`config.mk`:
```
export PLATFORM = sky130hd
export DESIGN_NAME = uart_rx_flat
export DESIGN_NICKNAME = d
export VERILOG_FILES = /design/src/rtl/uart_rx_if.sv /design/src/rtl/uart_rx.sv /design/src/flat_wrapper.sv
export SDC_FILE = /design/constraint.sdc
export NUM_CORES = 1
export LEC_CHECK = 0
export ABC_CLOCK_PERIOD_IN_PS = 2800
export BUFFER_PORTS_ARGS = -buffer_cell sky130_fd_sc_hd__buf_2
export CORE_ASPECT_RATIO = 1.75
export CORE_MARGIN = 5
export CORE_UTILIZATION = 57
export DETAILED_ROUTE_END_ITERATION = 7
export GPL_TIMING_DRIVEN = 0
export PLACE_DENSITY = 0.8
export SYNTH_ARGS = -nofsm -noshare
export SYNTH_HDL_FRONTEND = slang
export SYNTH_SLANG_ARGS = --single-unit
```
`constraint.sdc`:
```
create_clock -name clk_i -period 2.8 [get_ports clk_i]
set_clock_uncertainty 0.2 [all_clocks]
set_input_delay 0.14 -clock clk_i [delete_from_list [all_inputs] [get_ports clk_i]]
set_output_delay 0.14 -clock clk_i [all_outputs]
set_load 0.05 [all_outputs]
```
`src/rtl/uart_rx_if.sv`:
```
// uart_rx_if
// Byte delivery bundle between the serial receiver and its downstream consumer.
//   data      received byte, stable while valid is high
//   valid     a byte is waiting to be taken
//   ack       consumer takes the byte; only meaningful while valid is high
//   frame_err single-cycle pulse: the stop bit was sampled low
//   overrun   single-cycle pulse: a byte arrived while the previous one was still unacknowledged
// The master modport belongs to the receiver and the slave modport to the consumer.
interface uart_rx_if #(
    parameter int DataBits = 8
);
    logic [DataBits-1:0] data;
    logic                valid;
    logic                ack;
    logic                frame_err;
    logic                overrun;

    modport master (
        output data,
        output valid,
        output frame_err,
        output overrun,
        input  ack
    );

    modport slave (
        input  data,
        input  valid,
        input  frame_err,
        input  overrun,
        output ack
    );
endinterface

```
`src/rtl/uart_rx.sv`:
```
// uart_rx
// 8N1 (LSB first) serial receiver with an oversampling bit timer.
// Ports:
//   clk_i      system clock
//   reset_i    synchronous active-high reset
//   prescaler  bit-timer divider; one tick every prescaler+1 clocks, captured when a start bit is seen
//   rx         asynchronous serial input, idle high
//   out_if     byte delivery bundle (data/valid/ack handshake, frame_err and overrun pulses)
module uart_rx #(
    parameter int DataBits       = 8,
    parameter int Oversample     = 16,
    parameter int PrescalerWidth = 16
) (
    input  logic                      clk_i,
    input  logic                      reset_i,
    input  logic [PrescalerWidth-1:0] prescaler,
    input  logic                      rx,
    uart_rx_if.master                 out_if
);

    localparam int OsW  = (Oversample > 1) ? $clog2(Oversample) : 1;
    localparam int BitW = (DataBits > 1) ? $clog2(DataBits) : 1;

    localparam logic [OsW-1:0]  OsMid   = OsW'(Oversample / 2 - 1);
    localparam logic [OsW-1:0]  OsLast  = OsW'(Oversample - 1);
    localparam logic [BitW-1:0] BitLast = BitW'(DataBits - 1);

    typedef enum logic [2:0] {
        S_IDLE,
        S_START,
        S_DATA,
        S_STOP,
        S_BREAK
    } state_t;

    // Synchronizer chain: element 0 is the metastability flop, the last element is rx_s.
    localparam int SyncStages = 2;
    logic [SyncStages-1:0] sync_q;
    logic [SyncStages-1:0] sync_d;
    logic                  rx_s;

    assign sync_d[0] = rx;
    generate
        for (genvar gi = 1; gi < SyncStages; gi++) begin : g_sync
            assign sync_d[gi] = sync_q[gi-1];
        end
    endgenerate
    assign rx_s = sync_q[SyncStages-1];

    state_t                    state_q, state_d;
    logic [PrescalerWidth-1:0] presc_q, presc_d;
    logic [PrescalerWidth-1:0] presc_cnt_q, presc_cnt_d;
    logic [OsW-1:0]            os_cnt_q, os_cnt_d;
    logic [BitW-1:0]           bit_cnt_q, bit_cnt_d;
    logic [DataBits-1:0]       shreg_q, shreg_d;
    logic                      deliver_q, deliver_d;
    logic [DataBits-1:0]       data_q, data_d;
    logic                      valid_q, valid_d;
    logic                      frame_err_q, frame_err_d;
    logic                      overrun_q, overrun_d;
    logic                      tick;

    // Every transition out of a timed state happens on a tick, so presc_cnt is
    // already 0 when the next state begins.
    assign tick = (presc_cnt_q == presc_q);

    always_comb begin
        state_d     = state_q;
        presc_d     = presc_q;
        presc_cnt_d = '0;
        os_cnt_d    = os_cnt_q;
        bit_cnt_d   = bit_cnt_q;
        shreg_d     = shreg_q;
        deliver_d   = 1'b0;
        data_d      = data_q;
        valid_d     = valid_q;
        frame_err_d = 1'b0;
        overrun_d   = 1'b0;

        // Bit timer only runs while a frame is being timed.
        if (state_q == S_START || state_q == S_DATA || state_q == S_STOP) begin
            presc_cnt_d = tick ? '0 : presc_cnt_q + PrescalerWidth'(1);
            if (tick) begin
                os_cnt_d = (os_cnt_q == OsLast) ? '0 : os_cnt_q + OsW'(1);
            end
        end

        case (state_q)
            S_IDLE: begin
                os_cnt_d = '0;
                if (!rx_s) begin
                    state_d = S_START;
                    presc_d = prescaler;
                end
            end
            S_START: begin
                if (tick && os_cnt_q == OsMid) begin
                    os_cnt_d  = '0;
                    bit_cnt_d = '0;
                    // A start bit that has vanished by its midpoint is a glitch.
                    state_d   = rx_s ? S_IDLE : S_DATA;
                end
            end
            S_DATA: begin
                if (tick && os_cnt_q == OsLast) begin
                    shreg_d = {rx_s, shreg_q[DataBits-1:1]};
                    if (bit_cnt_q == BitLast) begin
                        state_d  = S_STOP;
                        os_cnt_d = '0;
                    end else begin
                        bit_cnt_d = bit_cnt_q + BitW'(1);
                    end
                end
            end
            S_STOP: begin
                if (tick && os_cnt_q == OsLast) begin
                    os_cnt_d = '0;
                    if (rx_s) begin
                        deliver_d = 1'b1;
                        state_d   = S_IDLE;
                    end else begin
                        frame_err_d = 1'b1;
                        state_d     = S_BREAK;
                    end
                end
            end
            S_BREAK: begin
                // Stay here while the line is held low so a break yields one error only.
                os_cnt_d = '0;
                if (rx_s) begin
                    state_d = S_IDLE;
                end
            end
            default: begin
                state_d  = S_IDLE;
                os_cnt_d = '0;
            end
        endcase

        // Delivery happens one cycle after the stop-bit sample. An ack in that
        // same cycle frees the output register for the new byte.
        if (deliver_q) begin
            if (!valid_q || out_if.ack) begin
                data_d  = shreg_q;
                valid_d = 1'b1;
            end else begin
                overrun_d = 1'b1;
            end
        end else if (valid_q && out_if.ack) begin
            valid_d = 1'b0;
        end
    end

    always_ff @(posedge clk_i) begin
        if (reset_i) begin
            sync_q      <= '1;
            state_q     <= S_IDLE;
            presc_q     <= '0;
            presc_cnt_q <= '0;
            os_cnt_q    <= '0;
            bit_cnt_q   <= '0;
            shreg_q     <= '0;
            deliver_q   <= 1'b0;
            data_q      <= '0;
            valid_q     <= 1'b0;
            frame_err_q <= 1'b0;
            overrun_q   <= 1'b0;
        end else begin
            sync_q      <= sync_d;
            state_q     <= state_d;
            presc_q     <= presc_d;
            presc_cnt_q <= presc_cnt_d;
            os_cnt_q    <= os_cnt_d;
            bit_cnt_q   <= bit_cnt_d;
            shreg_q     <= shreg_d;
            deliver_q   <= deliver_d;
            data_q      <= data_d;
            valid_q     <= valid_d;
            frame_err_q <= frame_err_d;
            overrun_q   <= overrun_d;
        end
    end

    assign out_if.data      = data_q;
    assign out_if.valid     = valid_q;
    assign out_if.frame_err = frame_err_q;
    assign out_if.overrun   = overrun_q;

endmodule
```
`src/flat_wrapper.sv`:
```
// flat-port wrapper written by rule: the top's interface ports become plain ports
module uart_rx_flat 
#(
    parameter int DataBits       = 8,
    parameter int Oversample     = 16,
    parameter int PrescalerWidth = 16
)
  (clk_i, reset_i, prescaler, rx, out_if_data, out_if_valid, out_if_frame_err, out_if_overrun, out_if_ack);
  uart_rx_if #(.DataBits(DataBits)) out_if_i ();
  input  logic clk_i;
  input  logic reset_i;
  input  logic [PrescalerWidth-1:0] prescaler;
  input  logic rx;
  output wire logic [$bits(out_if_i.data)-1:0] out_if_data;
  output wire logic [$bits(out_if_i.valid)-1:0] out_if_valid;
  output wire logic [$bits(out_if_i.frame_err)-1:0] out_if_frame_err;
  output wire logic [$bits(out_if_i.overrun)-1:0] out_if_overrun;
  input wire logic [$bits(out_if_i.ack)-1:0] out_if_ack;
  assign out_if_data = out_if_i.data;
  assign out_if_valid = out_if_i.valid;
  assign out_if_frame_err = out_if_i.frame_err;
  assign out_if_overrun = out_if_i.overrun;
  assign out_if_i.ack = out_if_ack;
  uart_rx #(.DataBits(DataBits), .Oversample(Oversample), .PrescalerWidth(PrescalerWidth)) u_core (.clk_i(clk_i), .reset_i(reset_i), .prescaler(prescaler), .rx(rx), .out_if(out_if_i));
endmodule
```
==> results.py, run 1 <==
metrics = {
    "routing": {
        "via_per_inst": 5.37,
        "wl_per_cell_um": 13.8,
        "drt_iter0_markers": 93,
        "vias": 2249,
        "routed_wl_um": 5770,
        "drc_errors": 0,
        "first_pass_iters": 4,
        "ant_nets": 0,
    },
    "die": {
        "fp.coreArea_mm2": 0.00462,
        "start_util": 0.581,
        "row_count": 33,
        "fp.dieH_um": 101,
        "die_w_um": 61.9,
        "ios": 31,
        "dieArea_mm2": 0.00624,
    },
    "yosys": {
        "postSynthCellCount": 304,
        "ys_ff_latch": 64,
        "synth_cell_types": 36,
        "synth_nets": 328,
        "ys_warn_count": 0,
        "synth_flop_cell": "dfxtp_1",
        "async_reset_ff_frac": 0,
        "syn_area_per_cell_um2": 8.84,
        "yosysSeqAreaShare": 0.477,
        "post_synth_instance_area_mm2": 0.00269,
        "synth-edff-count": 0,
    },
    "hold_path": {
        "worstHoldStart": "reset_i",
        "hold_class": "primary input to flip-flop",
        "worstHoldEndpoint": "u_core.state_q[1]$_SDFFE_PP0P_",
        "min_delay_path_depth": 4,
    },
    "cts": {
        "clock_latency_ns": 0.34,
        "cts-htree-levels": 3,
        "clkTransAtPathRegs_ns": 0.07,
        "cts.sink_count": 64,
        "tritoncts": "done",
        "clock_path_buffers": 2,
        "root_buffer": "clkbuf_8",
        "cts-resized-gates": 0,
        "cts_made_buffers": 9,
    },
    "pwr": {
        "vdd.ir_drop.worst_mv": 0.611,
        "p_sw_uw": 433,
        "p_seq_frac": 0.530,
        "p_leak_nw": 1.31,
        "p_sw_frac": 0.247,
        "internal-power_mw": 1.32,
        "p_comb_frac": 0.066,
        "pwr-share-clk": 0.404,
        "powerDensity_mw_per_mm2": 538,
    },
    "setup_path": {
        "end_kind": "flip-flop",
        "r2r-end": "u_core.presc_cnt_q[13]$_SDFF_PP0_",
        "cp-start-kind": "flip-flop",
        "reg2reg_depth": 8,
        "crit_family": "simple AND/OR/NAND/NOR gates",
        "cpPeakStageDelay_ns": 0.49,
        "r2r-start": "u_core.presc_cnt_q[4]$_SDFF_PP0_",
        "slowest_stage": "nor4_4",
        "crit_type": "flip-flop to flip-flop",
        "path_cells": "buf_2, xnor2_1, nand4_1, nor4_4, nand2b_1, clkbuf_1, clkbuf_1, nor2_1",
        "worst-path-buf-inv": 3,
        "rrSetupSlack_ns": 0.25,
        "cp.depth": 8,
        "cp_max_fo": 10,
        "cp_data_arrival_time_ns": 2.57,
        "timing.critical_path.mode_cell": "clkbuf_1",
        "crit_required_ns": 2.82,
    },
    "run": {
        "cap_violations": 0,
    },
    "global_routing": {
        "grt-ovfl-total": 0,
        "antenna_found_initial": 0,
        "grt_pass1_vias": 2307,
        "grt_pass1_wl_um": 9710,
        "grt_max_degree": 13,
        "track_usage": 0.210,
    },
    "final_layout": {
        "final_cell_mix": "64 x dfxtp_1, 47 x nor2_1, 46 x nand2_1",
        "nets": 386,
        "fill_cells": 343,
        "design_area_mm2": 0.00326,
        "final_common_cell": "dfxtp_1",
        "drive_above_1_share": 0.153,
        "diodes": 0,
        "multi_input_area_mm2": 0.00134,
        "area_growth_pct": 21.3,
        "ff_latch_area_mm2": 0.00128,
    },
    "placement": {
        "globalplace.congestion": 0.882,
        "pre_cts_ws_ns": 0.205,
        "place_area_mm2": 0.00290,
        "portBuffers": 29,
        "hpwl_um": 4020,
    },
    "timing": {
        "slew_violations": 0,
        "setup_tns_ns": 0,
        "rsz0062_at_grt": "false",
        "post-route-min-period_ns": 2.55,
        "max_slew_margin": 0.318,
        "finalHoldViolCount": 0,
        "finalSetupViolCount": 0,
        "worst_slew_pin_slew_ns": 1.01,
        "setup_slack_ns": 0.246,
        "max_freq_ghz": 0.392,
        "hold_ws_ns": 0.0717,
        "min_period_over_period": 0.912,
    },
    "run_status": {
        "status": "finished clean",
    },
}
[cell type report]
type / count / area share
Sequential cell: 64 / 0.393
Clock inverter: 6 / 0.0138
Multi-Input combinational cell: 221 / 0.409
Tap cell: 52 / 0.0199
Clock buffer: 10 / 0.0422
Timing Repair Buffer: 47 / 0.0997
Inverter: 6 / 0.00690
Buffer: 13 / 0.0153
[what timing repair did]
item                      CTS  global route
hold buffers               18             0
hold endpoints to repair   19             0
buffers inserted            0             0
[metal layers]
| metal | up-vias | track usage | wire (um) | share of wire |
|---|---|---|---|---|
| li1 | 1128 | - | - | - |
| met3 | 23 | 0.0462 | 203 | 0.035 |
| met2 | 46 | 0.372 | 3120 | 0.54 |
| met1 | 1052 | 0.200 | 2160 | 0.37 |
| met5 | - | 0 | 0 | 0 |
| met4 | 0 | 0.149 | 285 | 0.049 |
[sequential cells by signal (all words and copies together) (netlist names)]
name and count:
u_core.presc_cnt_q 16, u_core.presc_q 16, u_core.out_if.data 8, u_core.shreg_q 8
u_core.os_cnt_q 4, u_core.bit_cnt_q 3, u_core.state_q 3, u_core.sync_q 2
u_core.deliver_q 1, u_core.out_if.frame_err 1, u_core.out_if.overrun 1, u_core.out_if.valid 1
[worst max-delay path by stage]
stage / from / endpoint
6_report: u_core.presc_cnt_q[4]$_SDFF_PP0_ / u_core.presc_cnt_q[13]$_SDFF_PP0_
5_1_grt: u_core.presc_cnt_q[2]$_SDFF_PP0_ / u_core.presc_cnt_q[12]$_SDFF_PP0_
4_1_cts: u_core.presc_cnt_q[2]$_SDFF_PP0_ / u_core.presc_cnt_q[13]$_SDFF_PP0_
3_5_place_dp: u_core.presc_cnt_q[4]$_SDFF_PP0_ / u_core.presc_cnt_q[13]$_SDFF_PP0_
3_3_place_gp: u_core.presc_cnt_q[2]$_SDFF_PP0_ / u_core.presc_cnt_q[12]$_SDFF_PP0_
2_1_floorplan: u_core.presc_cnt_q[8]$_SDFF_PP0_ / u_core.state_q[2]$_SDFFE_PP0P_
[cell families (layout without fill, tap and decap cells)]
group | after synthesis | count (layout) | share of synthesized area
compound gates | 33 | 33 | 0.0735
xor+xnor | 32 | 32 | 0.104
fa+ha+maj | 4 | 4 | 0.0186
buf+inv | 19 | 82 | 0.0270
flops | 64 | 64 | 0.477
mux | 18 | 18 | 0.0670
simple gates | 134 | 134 | 0.233
[synth_stat cells (2+ instances only)]
| library cell | n | area (um^2) |
|---|---|---|
| nand4_1 | 8 | 50.1 |
| or2_2 | 4 | 25.0 |
| nand2b_1 | 3 | 18.8 |
| or3_1 | 2 | 12.5 |
| nor2_1 | 47 | 176 |
| and3_1 | 3 | 18.8 |
| nor3b_1 | 2 | 15.0 |
| xnor2_1 | 24 | 210 |
| a31oi_1 | 2 | 12.5 |
| clkbuf_1 | 11 | 41.3 |
| nand2_1 | 46 | 173 |
| nor3_1 | 3 | 15.0 |
| o21ai_0 | 4 | 20.0 |
| dfxtp_1 | 64 | 1280 |
| inv_1 | 6 | 22.5 |
| ha_1 | 4 | 50.1 |
| mux2i_1 | 18 | 180 |
| a21oi_1 | 21 | 105 |
| nand3_1 | 8 | 40.0 |
| xor2_1 | 8 | 70.1 |
[worst register-to-register path, stage by stage (launching register included)]
cell and delay [ns]:
dfxtp_1 0.31, buf_2 0.18, xnor2_1 0.14, nand4_1 0.19, nor4_4 0.49, nand2b_1 0.17, clkbuf_1 0.26, clkbuf_1 0.39
nor2_1 0.10
[per-stage QoR]
step / cells / utilization / power, mW
detailed placement: 385 / 0.627 / 1.05
global placement: 385 / 0.627 / 1.04
global route: 419 / 0.705 / 1.82
CTS: 419 / 0.705 / 1.76
finish: 419 / 0.705 / 1.75
floorplan: 304 / - / 1.01
[power groups by stage]
stage	combinational (mW)	clock, mW	sequential, mW
2_1_floorplan	0.0658	0	0.948
3_3_place_gp	0.0948	0	0.950
5_1_grt	0.129	0.763	0.930
6_report	0.116	0.709	0.929
3_5_place_dp	0.0965	0	0.950
4_1_cts	0.116	0.719	0.929
No activity file was read; power rests on OpenSTA's default activity.
==> run 2, diff against run 1 <==
--- a/config.mk
+++ b/config.mk
@@ -5,14 +5,14 @@
 export SDC_FILE = /design/constraint.sdc
 export NUM_CORES = 1
 export LEC_CHECK = 0
-export ABC_CLOCK_PERIOD_IN_PS = 2800
+export ABC_CLOCK_PERIOD_IN_PS = 3090
 export BUFFER_PORTS_ARGS = -buffer_cell sky130_fd_sc_hd__buf_2
 export CORE_ASPECT_RATIO = 1.75
 export CORE_MARGIN = 5
-export CORE_UTILIZATION = 57
+export CORE_UTILIZATION = 61
 export DETAILED_ROUTE_END_ITERATION = 7
 export GPL_TIMING_DRIVEN = 0
-export PLACE_DENSITY = 0.8
+export PLACE_DENSITY = 0.83
 export SYNTH_ARGS = -nofsm -noshare
 export SYNTH_HDL_FRONTEND = slang
 export SYNTH_SLANG_ARGS = --single-unit
==> constraint.sdc (replaced) <==
create_clock -name clk_i -period 3.09 [get_ports clk_i]
set_clock_uncertainty 0.2 [all_clocks]
set_input_delay 0.1545 -clock clk_i [delete_from_list [all_inputs] [get_ports clk_i]]
set_output_delay 0.1545 -clock clk_i [all_outputs]
set_load 0.05 [all_outputs]
==> results.py, run 2 (synthesized netlist as in run 1, its figures left out) <==
metrics = {
    "timing": {
        "setup_tns_ns": 0,
        "max_slew_margin": 0.271,
        "max_freq_ghz": 0.386,
        "finalHoldViolCount": 0,
        "worst_slew_pin_slew_ns": 1.08,
        "slew_violations": 0,
        "rsz0062_at_grt": "false",
        "hold_ws_ns": 0.116,
        "min_period_over_period": 0.839,
        "post-route-min-period_ns": 2.59,
        "finalSetupViolCount": 0,
    },
    "global_routing": {
        "use_met3": 0.0688,
        "grt-ovfl-total": 0,
        "track_usage": 0.219,
        "grt_max_degree": 13,
        "met1_usage": 0.204,
        "antenna_found_initial": 0,
        "top_usage_layer": "met2",
        "grt_pass1_vias": 2221,
        "use_met2": 0.382,
        "grt_pass1_wl_um": 9510,
    },
    "final_layout": {
        "largestRegisters": "u_core.presc_cnt_q (16), u_core.presc_q (16)",
        "fill_cells": 296,
        "final_cell_mix": "64 x dfxtp_1, 47 x nor2_1, 46 x nand2_1",
        "final_common_cell": "dfxtp_1",
        "area_growth_pct": 23.9,
        "instances_no_fill": 418,
        "diodes": 0,
        "nets": 386,
        "drive_above_1_share": 0.153,
    },
    "placement": {
        "portBuffers": 29,
        "dp_cells": 384,
        "globalplace.congestion": 0.854,
        "hpwl_um": 3930,
    },
    "setup_path": {
        "reg2reg_depth": 8,
        "r2r-start": "u_core.presc_cnt_q[4]$_SDFF_PP0_",
        "crit_family": "simple AND/OR/NAND/NOR gates",
        "worst-path-buf-inv": 3,
        "cpPeakStageDelay_ns": 0.47,
        "cp-start-kind": "flip-flop",
        "end_kind": "flip-flop",
        "cp.depth": 8,
        "cp_max_fo": 10,
        "crit_type": "flip-flop to flip-flop",
        "path_cells": "buf_2, xnor2_1, nand4_1, nor4_4, nand2b_1, clkbuf_1, clkbuf_1, nor2_1",
        "timing.critical_path.mode_cell": "clkbuf_1",
        "rrSetupSlack_ns": 0.50,
        "slowest_stage": "nor4_4",
        "crit_required_ns": 3.11,
        "cp_data_arrival_time_ns": 2.61,
        "r2r-end": "u_core.presc_cnt_q[11]$_SDFF_PP0_",
    },
    "cts": {
        "clock_latency_ns": 0.34,
        "cts-resized-gates": 0,
        "cts-htree-levels": 3,
        "clkTransAtPathRegs_ns": 0.07,
        "post_cts_buffers": 0,
        "clock_path_buffers": 2,
        "ctsHoldBuffers": 18,
        "cts.sink_count": 64,
        "cts_made_buffers": 9,
        "tritoncts": "done",
        "root_buffer": "clkbuf_8",
    },
    "die": {
        "fp.dieH_um": 97.8,
        "dieArea_mm2": 0.00589,
        "ios": 31,
        "start_util": 0.622,
        "die_w_um": 60.2,
        "fp.coreArea_mm2": 0.00432,
        "row_count": 32,
    },
    "routing": {
        "drt_iter0_markers": 71,
        "vias": 2261,
        "via_per_inst": 5.41,
        "drc_errors": 0,
        "first_pass_iters": 4,
        "routed_wl_um": 6010,
        "ant_nets": 0,
        "wl_per_cell_um": 14.4,
    },
    "run": {
        "cap_violations": 0,
    },
    "pwr": {
        "vdd.ir_drop.worst_mv": 0.496,
        "p_leak_nw": 1.35,
        "powerDensity_mw_per_mm2": 553,
    },
    "run_status": {
        "status": "finished clean",
    },
    "hold_path": {
        "hold_class": "primary input to flip-flop",
        "min_delay_path_depth": 4,
        "worstHoldEndpoint": "u_core.state_q[1]$_SDFFE_PP0P_",
        "worstHoldStart": "reset_i",
    },
}
==> run 2: final cells by class <==
cell class	instances	area [um^2]	share of cell area
buffer	13	50.0	0.0150
inverter	6	22.5	0.00676
multi-input combinational	221	1340	0.401
clock inverter	6	115	0.0346
clock buffer	10	138	0.0413
sequential	64	1280	0.385
timing repair buffer	47	325	0.0977
tap	51	63.8	0.0192
==> run 2: report_power, final <==
group          switching [mW]  leakage, nW  internal, mW  total, mW
registers             0.00822        0.517         0.834      0.843
logic                  0.0574        0.705        0.0493      0.107
clock network           0.330        0.123         0.562      0.892
total                   0.396         1.35          1.45       1.84
==> run 2: worst max path at each step <==
stage,endpoint,from,slack [ns]
2_1_floorplan,u_core.state_q[2]$_SDFFE_PP0P_,u_core.presc_cnt_q[8]$_SDFF_PP0_,0.92
3_3_place_gp,u_core.presc_cnt_q[14]$_SDFF_PP0_,u_core.presc_cnt_q[4]$_SDFF_PP0_,0.54
3_5_place_dp,u_core.presc_cnt_q[13]$_SDFF_PP0_,u_core.presc_cnt_q[4]$_SDFF_PP0_,0.51
4_1_cts,u_core.presc_cnt_q[10]$_SDFF_PP0_,u_core.presc_cnt_q[4]$_SDFF_PP0_,0.49
5_1_grt,u_core.presc_cnt_q[11]$_SDFF_PP0_,u_core.presc_cnt_q[8]$_SDFF_PP0_,0.32
6_report,u_core.presc_cnt_q[11]$_SDFF_PP0_,u_core.presc_cnt_q[4]$_SDFF_PP0_,0.50
==> run 2: tightest hold or removal path: cells and delay by family <==
family | cells | cell delay [ns]
buffers and inverters | 1 | 0.19
AO/OA/AOI/OAI | 2 | 0.14
AND/OR/NAND/NOR | 1 | 0.13
==> run 2: routing by layer <==
layer	vias to the layer above	wire length, um
met1	1054	2230
met4	0	282
met2	58	3230
li1	1127	-
met3	22	263
met5	-	0
==> run 2: metrics by stage <==
step / cell area, um^2 / power, mW / utilization / worst slack (ns)
2_1_floorplan: 2690 / 0.919 / - / 0.918
3_3_place_gp: 2900 / 0.946 / 0.670 / 0.539
3_5_place_dp: 2900 / 0.948 / 0.670 / 0.507
4_1_cts: 3330 / 1.86 / 0.770 / 0.490
5_1_grt: 3330 / 1.91 / 0.770 / 0.320
6_report: 3330 / 1.84 / 0.770 / 0.498
==> run 3, diff against run 2 <==
--- a/config.mk
+++ b/config.mk
@@ -5,14 +5,14 @@
 export SDC_FILE = /design/constraint.sdc
 export NUM_CORES = 1
 export LEC_CHECK = 0
-export ABC_CLOCK_PERIOD_IN_PS = 3090
+export ABC_CLOCK_PERIOD_IN_PS = 2150
 export BUFFER_PORTS_ARGS = -buffer_cell sky130_fd_sc_hd__buf_2
 export CORE_ASPECT_RATIO = 1.75
 export CORE_MARGIN = 5
-export CORE_UTILIZATION = 61
+export CORE_UTILIZATION = 52
 export DETAILED_ROUTE_END_ITERATION = 7
 export GPL_TIMING_DRIVEN = 0
-export PLACE_DENSITY = 0.83
+export PLACE_DENSITY = 0.75
 export SYNTH_ARGS = -nofsm -noshare
 export SYNTH_HDL_FRONTEND = slang
 export SYNTH_SLANG_ARGS = --single-unit
==> constraint.sdc (replaced) <==
create_clock -name clk_i -period 2.15 [get_ports clk_i]
set_clock_uncertainty 0.2 [all_clocks]
set_input_delay 0.1075 -clock clk_i [delete_from_list [all_inputs] [get_ports clk_i]]
set_output_delay 0.1075 -clock clk_i [all_outputs]
set_load 0.05 [all_outputs]
==> results.py, run 3 (synthesized netlist as in run 1, its figures left out) <==
metrics = {
    "die": {
        "fp.coreArea_mm2": 0.00502,
        "ios": 31,
        "row_count": 34,
        "dieArea_mm2": 0.00677,
        "fp.dieH_um": 105,
        "start_util": 0.536,
        "die_w_um": 64.4,
    },
    "timing": {
        "max_freq_ghz": 0.458,
        "setup_slack_ns": -0.0335,
        "finalSetupViolCount": 3,
        "min_period_over_period": 1.02,
        "rsz0062_at_grt": "true",
        "worst_slew_pin_slew_ns": 0.936,
        "slew_violations": 0,
        "finalHoldViolCount": 0,
        "post-route-min-period_ns": 2.18,
        "hold_ws_ns": 0.0667,
        "max_slew_margin": 0.372,
    },
    "setup_path": {
        "cp-start-kind": "flip-flop",
        "path_cells": "xnor2_1, nand4_1, nor4_4, buf_6, nand4_1, buf_4, or2_4, a21oi_2",
        "cpPeakStageDelay_ns": 0.35,
        "crit_type": "flip-flop to flip-flop",
        "cp_max_fo": 7,
        "timing.critical_path.mode_cell": "nand4_1",
        "slowest_stage": "dfxtp_2",
        "cp_data_arrival_time_ns": 2.25,
        "end_kind": "flip-flop",
        "crit_required_ns": 2.21,
    },
    "routing": {
        "drt_iter0_markers": 96,
        "wl_per_cell_um": 14.0,
        "drc_errors": 0,
        "wl_met3_um": 200,
        "via_per_inst": 5.25,
        "routed_wl_um": 5990,
        "first_pass_iters": 4,
        "wirelength_met1_um": 2270,
        "ant_nets": 0,
        "dr_wl_met2_um": 3370,
        "vias": 2243,
        "top_layer": "met4",
    },
    "global_routing": {
        "grt-ovfl-total": 0,
        "grt_pass1_wl_um": 10300,
        "track_usage": 0.193,
        "grt_pass1_vias": 2284,
        "grt_max_degree": 13,
        "antenna_found_initial": 0,
    },
    "cts": {
        "clkTransAtPathRegs_ns": 0.07,
        "clock_path_buffers": 2,
        "tritoncts": "done",
        "cts.sink_count": 64,
        "cts_made_buffers": 9,
        "root_buffer": "clkbuf_8",
        "clock_latency_ns": 0.33,
        "cts-htree-levels": 3,
    },
    "pwr": {
        "vdd.ir_drop.worst_mv": 0.510,
        "p_leak_nw": 1.39,
        "powerDensity_mw_per_mm2": 706,
        "power.total_mw": 2.45,
    },
    "final_layout": {
        "fill_cells": 396,
        "final_cell_mix": "53 x dfxtp_1, 47 x nor2_1, 45 x nand2_1",
        "diodes": 0,
        "largestRegisters": "u_core.presc_cnt_q (16), u_core.presc_q (16)",
        "final_common_cell": "dfxtp_1",
        "area_growth_pct": 29.1,
        "nets": 392,
        "drive_above_1_share": 0.239,
        "post-route-util": 0.692,
    },
    "placement": {
        "hpwl_um": 4030,
        "globalplace.congestion": 0.813,
        "portBuffers": 29,
    },
    "run_status": {
        "status": "complete, but fails checks",
        "violations": "setup timing",
    },
    "hold_path": {
        "hold_class": "primary input to flip-flop",
    },
    "run": {
        "cap_violations": 0,
    },
}
-- run 3: final cells by class --
type / count / area (um^2) / share of cell area
Sequential cell: 64 / 1300 / 0.374
Inverter: 6 / 22.5 / 0.00649
Clock buffer: 10 / 138 / 0.0396
Timing Repair Buffer: 56 / 400 / 0.115
Tap cell: 54 / 67.6 / 0.0195
Clock inverter: 6 / 67.6 / 0.0195
Buffer: 10 / 46.3 / 0.0133
Multi-Input combinational cell: 221 / 1430 / 0.412
-- run 3: critical path, delay by kind of cell (launching register included) --
family / cells / cell delay (ns)
AO/OA/AOI/OAI: 1 / 0.10
XOR/XNOR: 1 / 0.22
buffers and inverters: 2 / 0.38
flip-flops: 1 / 0.35
AND/OR/NAND/NOR: 4 / 0.86
-- run 3: final timing paths --
kind	slack (ns)	startpoint	depth (start not counted)	endpoint
setup / recovery	-0.03	u_core.presc_cnt_q[2]$_SDFF_PP0_	8	u_core.bit_cnt_q[1]$_SDFFE_PP0P_
hold / removal	0.07	reset_i	4	u_core.state_q[1]$_SDFFE_PP0P_
hold reg to reg	0.21	u_core.sync_q[0]$_SDFF_PP1_	1	u_core.sync_q[1]$_SDFF_PP1_
setup reg to reg	-0.03	u_core.presc_cnt_q[2]$_SDFF_PP0_	8	u_core.bit_cnt_q[1]$_SDFFE_PP0P_
-- run 3: power by group --
part | leakage [nW] | total, mW | switching, mW | internal [mW]
clock network | 0.0989 | 1.03 | 0.464 | 0.570
registers | 0.523 | 1.21 | 0.0131 | 1.20
logic | 0.765 | 0.205 | 0.0976 | 0.108
-- run 3: routing by layer --
layer / vias up / GRT usage
li1: 1143 / -
met1: 1055 / 0.199
met2: 33 / 0.353
met3: 12 / 0.0494
met4: 0 / 0.0923
met5: - / 0
-- run 3: what timing repair did --
action | 4_1_cts | 5_1_grt
buffers inserted | 6 | 4
pin swaps | 8 | 9
hold buffers | 18 | 0
hold endpoints to repair | 19 | 0
gates resized for setup | 22 | 16
setup endpoints to repair | 46 | 39
-- run 3: stage by stage --
step	cells	setup slack, ns	instance area, um^2	setup TNS, ns
4_1_cts	426	-0.0384	3410	-0.0736
3_3_place_gp	387	-0.429	2900	-12.19
6_report	427	-0.0335	3470	-0.0588
2_1_floorplan	304	0.00723	2690	0
5_1_grt	427	-0.177	3470	-2.38
3_5_place_dp	387	-0.485	2900	-13.71
